[config.mk]
export PLATFORM = sky130hd
export DESIGN_NAME = result_drain
export DESIGN_NICKNAME = d
export VERILOG_FILES = /design/src/rtl/result_drain.sv
export SDC_FILE = /design/constraint.sdc
export NUM_CORES = 1
export LEC_CHECK = 0
export ABC_AREA = 1
export CORE_MARGIN = 3
export CORE_UTILIZATION = 42
export DETAILED_ROUTE_END_ITERATION = 10
export PLACE_DENSITY = 0.66
export SLEW_MARGIN = 10
export SYNTH_ARGS = -nofsm -noshare
export SYNTH_HDL_FRONTEND = slang
export SYNTH_SLANG_ARGS = --single-unit
[constraint.sdc]
create_clock -name clk -period 1.2 [get_ports clk]
set_input_delay 0.18 -clock clk [delete_from_list [all_inputs] [get_ports clk]]
set_output_delay 0.18 -clock clk [all_outputs]
set_load 0.02 [all_outputs]
[src/rtl/result_drain.sv]
// result_drain: pops the bit-serial result FIFO, regroups bits MSB-first into
// 5-bit digits and streams them as base32hex ASCII, one newline per record.
// A FIFO overflow seen during a record appends '!' before that record's newline.
module result_drain #(
   parameter int RECORD_BITS = 100,
   parameter int CNT_W       = 16
) (
   input  logic             clk,
   input  logic             rst_n,
   input  logic             fifo_empty,
   input  logic             fifo_oflow,
   output logic             fifo_req,
   input  logic             fifo_bit,
   output logic [7:0]       out_data,
   output logic             out_valid,
   input  logic             out_ready,
   output logic [CNT_W-1:0] rec_count
);

   localparam int CHARS = RECORD_BITS / 5;
   localparam int CHR_W = (CHARS > 1) ? $clog2(CHARS) : 1;
   localparam logic [CHR_W-1:0] CHR_LAST = CHR_W'(CHARS - 1);

   typedef enum logic [2:0] {
      ST_REQ,
      ST_CAP,
      ST_EMIT,
      ST_BANG,
      ST_NL
   } state_t;

   state_t             state_reg, state_next;
   logic [4:0]         dig_reg, dig_next;
   logic [2:0]         bit_cnt_reg, bit_cnt_next;
   logic [CHR_W-1:0]   chr_cnt_reg, chr_cnt_next;
   logic               ovf_reg, ovf_next;
   logic               run_reg;
   logic [7:0]         out_data_reg;
   logic               out_valid_reg;
   logic               nl_pend_reg;
   logic [CNT_W-1:0]   rec_count_reg;

   logic               out_free;
   logic               load;
   logic               load_nl;
   logic [7:0]         load_char;
   logic [7:0]         char_lut [32];

   // Digit to base32hex character table: '0'..'9' then 'a'..'v'.
   generate
      for (genvar gi = 0; gi < 32; gi++) begin : g_lut
         assign char_lut[gi] = (gi < 10) ? 8'(48 + gi) : 8'(87 + gi);
      end
   endgenerate

   // The single output slot can take a new character when empty or draining now.
   assign out_free = !out_valid_reg || out_ready;

   // Next-state and datapath control; all loads go through the one output slot.
   always_comb begin
      state_next   = state_reg;
      dig_next     = dig_reg;
      bit_cnt_next = bit_cnt_reg;
      chr_cnt_next = chr_cnt_reg;
      ovf_next     = ovf_reg | fifo_oflow;
      fifo_req     = 1'b0;
      load         = 1'b0;
      load_nl      = 1'b0;
      load_char    = 8'h00;
      case (state_reg)
         ST_REQ: begin
            // run_reg keeps the pop request quiet while reset is held.
            if (run_reg && !fifo_empty) begin
               fifo_req   = 1'b1;
               state_next = ST_CAP;
            end
         end
         ST_CAP: begin
            dig_next = {dig_reg[3:0], fifo_bit};
            if (bit_cnt_reg == 3'd4) begin
               bit_cnt_next = 3'd0;
               state_next   = ST_EMIT;
            end else begin
               bit_cnt_next = bit_cnt_reg + 3'd1;
               state_next   = ST_REQ;
            end
         end
         ST_EMIT: begin
            if (out_free) begin
               load      = 1'b1;
               load_char = char_lut[dig_reg];
               if (chr_cnt_reg == CHR_LAST) begin
                  state_next = ovf_reg ? ST_BANG : ST_NL;
               end else begin
                  chr_cnt_next = chr_cnt_reg + CHR_W'(1);
                  state_next   = ST_REQ;
               end
            end
         end
         ST_BANG: begin
            if (out_free) begin
               load       = 1'b1;
               load_char  = 8'h21;
               // An overflow arriving right now belongs to the next record.
               ovf_next   = fifo_oflow;
               state_next = ST_NL;
            end
         end
         ST_NL: begin
            if (out_free) begin
               load         = 1'b1;
               load_nl      = 1'b1;
               load_char    = 8'h0A;
               chr_cnt_next = '0;
               state_next   = ST_REQ;
            end
         end
         default: state_next = ST_REQ;
      endcase
   end

   // FSM, counters, digit shifter and overflow latch.
   always_ff @(posedge clk or negedge rst_n) begin
      if (!rst_n) begin
         state_reg   <= ST_REQ;
         dig_reg     <= 5'd0;
         bit_cnt_reg <= 3'd0;
         chr_cnt_reg <= '0;
         ovf_reg     <= 1'b0;
         run_reg     <= 1'b0;
      end else begin
         state_reg   <= state_next;
         dig_reg     <= dig_next;
         bit_cnt_reg <= bit_cnt_next;
         chr_cnt_reg <= chr_cnt_next;
         ovf_reg     <= ovf_next;
         run_reg     <= 1'b1;
      end
   end

   // Output slot: a load wins over an accept so back-to-back bytes have no bubble.
   always_ff @(posedge clk or negedge rst_n) begin
      if (!rst_n) begin
         out_data_reg  <= 8'h00;
         out_valid_reg <= 1'b0;
         nl_pend_reg   <= 1'b0;
      end else if (load) begin
         out_data_reg  <= load_char;
         out_valid_reg <= 1'b1;
         nl_pend_reg   <= load_nl;
      end else if (out_ready) begin
         out_valid_reg <= 1'b0;
      end
   end

   // A record counts as complete only once its newline leaves the block.
   always_ff @(posedge clk or negedge rst_n) begin
      if (!rst_n) begin
         rec_count_reg <= '0;
      end else if (out_valid_reg && out_ready && nl_pend_reg) begin
         rec_count_reg <= rec_count_reg + CNT_W'(1);
      end
   end

   assign out_data  = out_data_reg;
   assign out_valid = out_valid_reg;
   assign rec_count = rec_count_reg;

endmodule

* After elaboration in Yosys (flattened, before gate mapping)
Memory sizes are Yosys's and may differ from the RTL's.
Index checks and enable logic that the tools add are counted.
** Word-level totals
- ROM bits :: 256
- Memories kept :: 1
- Word-level logic and storage cells :: 68
- Register bits :: 44
** Memory list
- (name not given) :: depth 32, width 8, read ports 1, clocked after Yosys merged registers in 0, write ports 0, line 91 : load_char = char_lut[dig_reg];
** Cells by class
- Mux-type cells :: 28
- Equality and inequality tests :: 11
- Add/sub/neg operators :: 3
- Magnitude comparators :: 1
- Bitwise logic cells :: 2
- Reduce and logical (&&, ||, !) cells :: 12
** Operators by type and width (number)
- 8-bit 2-to-1 mux :: 3
- 8-bit case mux with 3 select lines :: 1
- 3-bit 2-to-1 mux :: 7
- 16-bit by 1-bit adder with 16-bit output, second input constant :: 1
- 5-bit 2-to-1 mux :: 3
- 3-bit case mux with 5 select lines :: 1
- 2-bit inequality test, second input constant :: 5
- 5-bit case mux with 2 select lines :: 1
- 1-bit 2-to-1 mux :: 9
- 4-bit AND reduction :: 2
- 3-bit by 2-bit == test with 1-bit output, second input constant :: 2
- 3-bit == test, second input constant :: 2
- 6-bit greater-or-equal comparator, second input constant :: 1
- 6-bit 2-to-1 mux :: 1
- 5-bit inverter with 6-bit output :: 1
- 5-bit by 1-bit adder with 5-bit output, second input constant :: 1
- 5-bit == test, second input constant :: 1
- 4-bit 2-to-1 mux :: 1
- 2-bit nonzero test :: 2
- 3-bit by 1-bit adder with 3-bit output, second input constant :: 1
- 3-bit by 1-bit == test with 1-bit output, second input constant :: 1
- 1-bit logical AND :: 3
- 3-bit zero test :: 1
- 3-bit OR reduction :: 1
- other kinds (4) :: 5

* Depth between registers and ports, before layout
- Depth in word-level cells :: 6
- Depth in mapped cells :: 10
- Mapped depth without buffers :: 10

* Worst setup path after synthesis
OpenSTA, ideal clock, no wires.
- Path kind :: reg2reg
- Start point :: register rec_count_reg[1], in the netlist rec_count[1]
- End point :: register rec_count_reg[8], in the netlist rec_count[8]
- Stages on the path, launching flop included :: 7
- Required time :: 1.079 ns
- Slack :: -0.201 ns
- Arrival time :: 1.281 ns
- Cells stage by stage :: dfrtp_1 ha_1 inv_1 nor3_2 nand2_1 o21ai_1 nand2_1
** Between the ends
- Longest elaborated chain between the ends :: 1
** RTL lines
- start: declaration :: line 41 : logic [CNT_W-1:0] rec_count_reg;
- start signal: assignment :: line 161 : rec_count_reg <= rec_count_reg + CNT_W'(1);
- 16-bit by 1-bit adder with 16-bit output :: line 161
No other way between the ends.
A chain may end at the register's enable or synchronous reset.

* Worst setup path in the final report
- Start point :: register state_reg[0]
- End point :: output fifo_req
** Between the ends
- Longest elaborated chain between the ends :: 2
** RTL lines
- start: declaration :: line 32 : state_t state_reg, state_next;
- start signal: assignment :: line 132 : state_reg <= state_next;
- 3-bit zero test :: line 70 : case (state_reg)
- 1-bit 2-to-1 mux :: line 70
- end: declaration :: line 12 : output logic fifo_req,
No other way between the ends.

==> results by group <==
Run status
  – Run status: finished with violations
  – Failing checks: negative setup slack

Yosys
  – Yosys reg bits: 43
  – Post-Syn Instances: 296
  – Yosys top cell by area: dfrtp_1
  – Yosys warning total: 0
  – Avg Cell Area, Syn: 7.87 sq um
  – Synth top area cells: dfrtp_1 (46%), nand2_1 (15%), inv_1 (4.8%), nor2_1 (4.5%), ha_1 (3.8%)
  – Register area share after synthesis: 0.462
  – Post-synth top area share: 0.462
  – Count of cell types in the netlist: 29
  – Syn Nets: 309
  – Post-Syn Area: 2330 sq um

STA
  – # setup viols final: 19
  – Min Hold Slack: 0.370 ns
  – Tcrit/Tclk final: 1.11
  – Peak Freq: 751 MHz
  – RSZ-0062 raised after global routing: true
  – Final period demand of the worst path: 1.33 ns
  – Pins Over Slew Limit: 0
  – Clock Skew: 0.00784 ns
  – Final Hold Vio Count: 0
  – Setup WS post-layout: -0.132 ns

Placement
  – Final Wtd Congestion: 0.817
  – Hpwl dp: 3.73 mm
  – Placed Area: 3070 sq um
  – IO buf count: 30

Setup path
  – Crit end category: output pin
  – CP max FO: 2
  – Worst setup SP type: flip-flop
  – Worst reg2reg setup slack: -0.08 ns
  – Crit path DAT: 1.15 ns
  – Setup Crit Path Kind: reg2out
  – Worst endpoint required time: 1.02 ns

Layout
  – Max FFs per register: 16
  – Utilization after layout: 0.675
  – Layout cells sized above 1: 0.465
  – Multi-input gate area: 1380 sq um
  – Register area: 1090 sq um
  – Most common cell after layout, fill and taps aside: nand2_1
  – N_diodes: 0
  – Fillers: 437
  – Design Area, Final: 3540 sq um
  – Layout area overhead: 51.9%
  – Final net count: 403
  – Most frequent cells in the layout: nand2_1 (73), buf_4 (47), dfrtp_1 (34)

Global route
  – Antenna violations before repair: 0
  – Global route total overflow: 0
  – Vias in the first global route: 2124
  – Overall Global Routing Usage: 0.181
  – First-pass GRT wire length: 9.11 mm
  – Pin count of the biggest net entering global routing: 44

Floorplan
  – DIE WIDTH: 80.5 microns
  – # rows: 26
  – Initial Util: 0.445
  – I/O Pins: 32
  – Total core area: 5240 sq um
  – Die ar.: 6470 sq um
  – Die Ht: 80.5 microns

CTS
  – Clk buf depth: 2
  – H-tree Lvls: 2
  – Root buffer cell: clkbuf_8
  – Reg clk slew, reported paths: 0.09 ns
  – CTS tree: done
  – Clock sink count: 43
  – Inserted Clock Buffers: 5
  – Clock latency on the worst-skew pair: 0.30 ns

Power and ir drop
  – Static Leak: 1.76 nW
  – Overall Power: 6.43 mW
  – Maximum ir drop on the vdd rail: 1170 uV
  – PwrDens: 1820 nW/um^2

Route
  – TritonRoute pass-1 iters: 4
  – Total routed wirelength: 5.77 mm
  – DR DRC count: 0
  – Starting DRC count in detailed routing: 117
  – DR vias: 2219
  – Post-route ant nets: 0
  – Routed vias/inst: 4.81
  – Wire length per cell: 12.5 microns

Run
  – Max-cap viol count: 0

Min path
  – Hold WC Path Type: in2async
area by class of cell:
type                       instances  share of cell area
clock buffer                       7              0.0244
clock inverter                     1             0.00141
inverter                          38              0.0442
multi-input combinational        213               0.389
sequential                        43               0.307
tap                               70              0.0248
timing repair buffer              89               0.208
cells in the mapped netlist (all sizes together):
master and number:
nor3 5, nor3b 1, a21oi 6, o21bai 1, buf 2, xnor2 4, dfrtp 43, ha 7
nand4 4, nand3 14, xor2 6, conb 2, nand2 103, o21ai 23, nand3b 2, a31oi 1
o211ai 2, inv 37, clkinv 1, nor2 32
metal layers:
| metal | vias up | track usage | part of all wire |
|---|---|---|---|
| li1 | 1112 | - | - |
| met1 | 1047 | 0.199 | 0.40 |
| met2 | 47 | 0.336 | 0.54 |
| met3 | 13 | 0.0426 | 0.036 |
| met4 | 0 | 0.0659 | 0.020 |
| met5 | - | 0 | 0 |
metrics by stage:
stage / setup WS (ns) / setup TNS [ns] / cells
floorplan: -0.0391 / -0.212 / 296
global placement: -0.362 / -8.56 / 437
detailed placement: -0.386 / -9.02 / 437
CTS: -0.140 / -0.431 / 449
global route: -0.194 / -2.97 / 461
finish: -0.132 / -0.744 / 461
report_power, final:
part / total (mW) / switching (mW) / internal, mW
Sequential: 2.21 / 0.372 / 1.83
Combinational: 3.25 / 1.74 / 1.52
Clock: 0.974 / 0.509 / 0.465
Total: 6.43 / 2.62 / 3.82
final timing paths:
| kind | start | end | cells past startpoint |
|---|---|---|---|
| max | state_reg[0] | fifo_req | 4 |
| min | rst_n | rec_count[8] | 3 |
| max reg2reg | state_reg[2] | chr_cnt_reg[4] | 11 |
| min reg2reg | out_data[2] | out_data[2] | 2 |
| max in group asynchronous | rst_n | rec_count[1] | 3 |
| min in group clk | out_ready | out_valid | 4 |
cells by family after synthesis:
logic type	after synthesis	share of synthesized area
other	2	0.00323
AND/OR/NAND/NOR	161	0.317
XOR/XNOR	10	0.0376
buffers and inverters	40	0.0677
adder cells (fa/ha/maj)	7	0.0376
flip-flops	43	0.462
AO/OA/AOI/OAI	33	0.0747
critical path, cell delays in order (launching register included):
cell,delay [ns]
dfrtp_1,0.40
nor2_2,0.15
nand2_2,0.08
nor2_2,0.10
buf_6,0.12
what timing repair did:
action,in CTS,in global routing
hold buffers,1,0
setup buffers,3,11
pin swaps,14,31
gates resized for setup,92,85
cloned,0,1
endpoints found under the hold margin,43,0
setup endpoints to repair,45,53
Note: power is estimated with default switching activity, not from simulation.
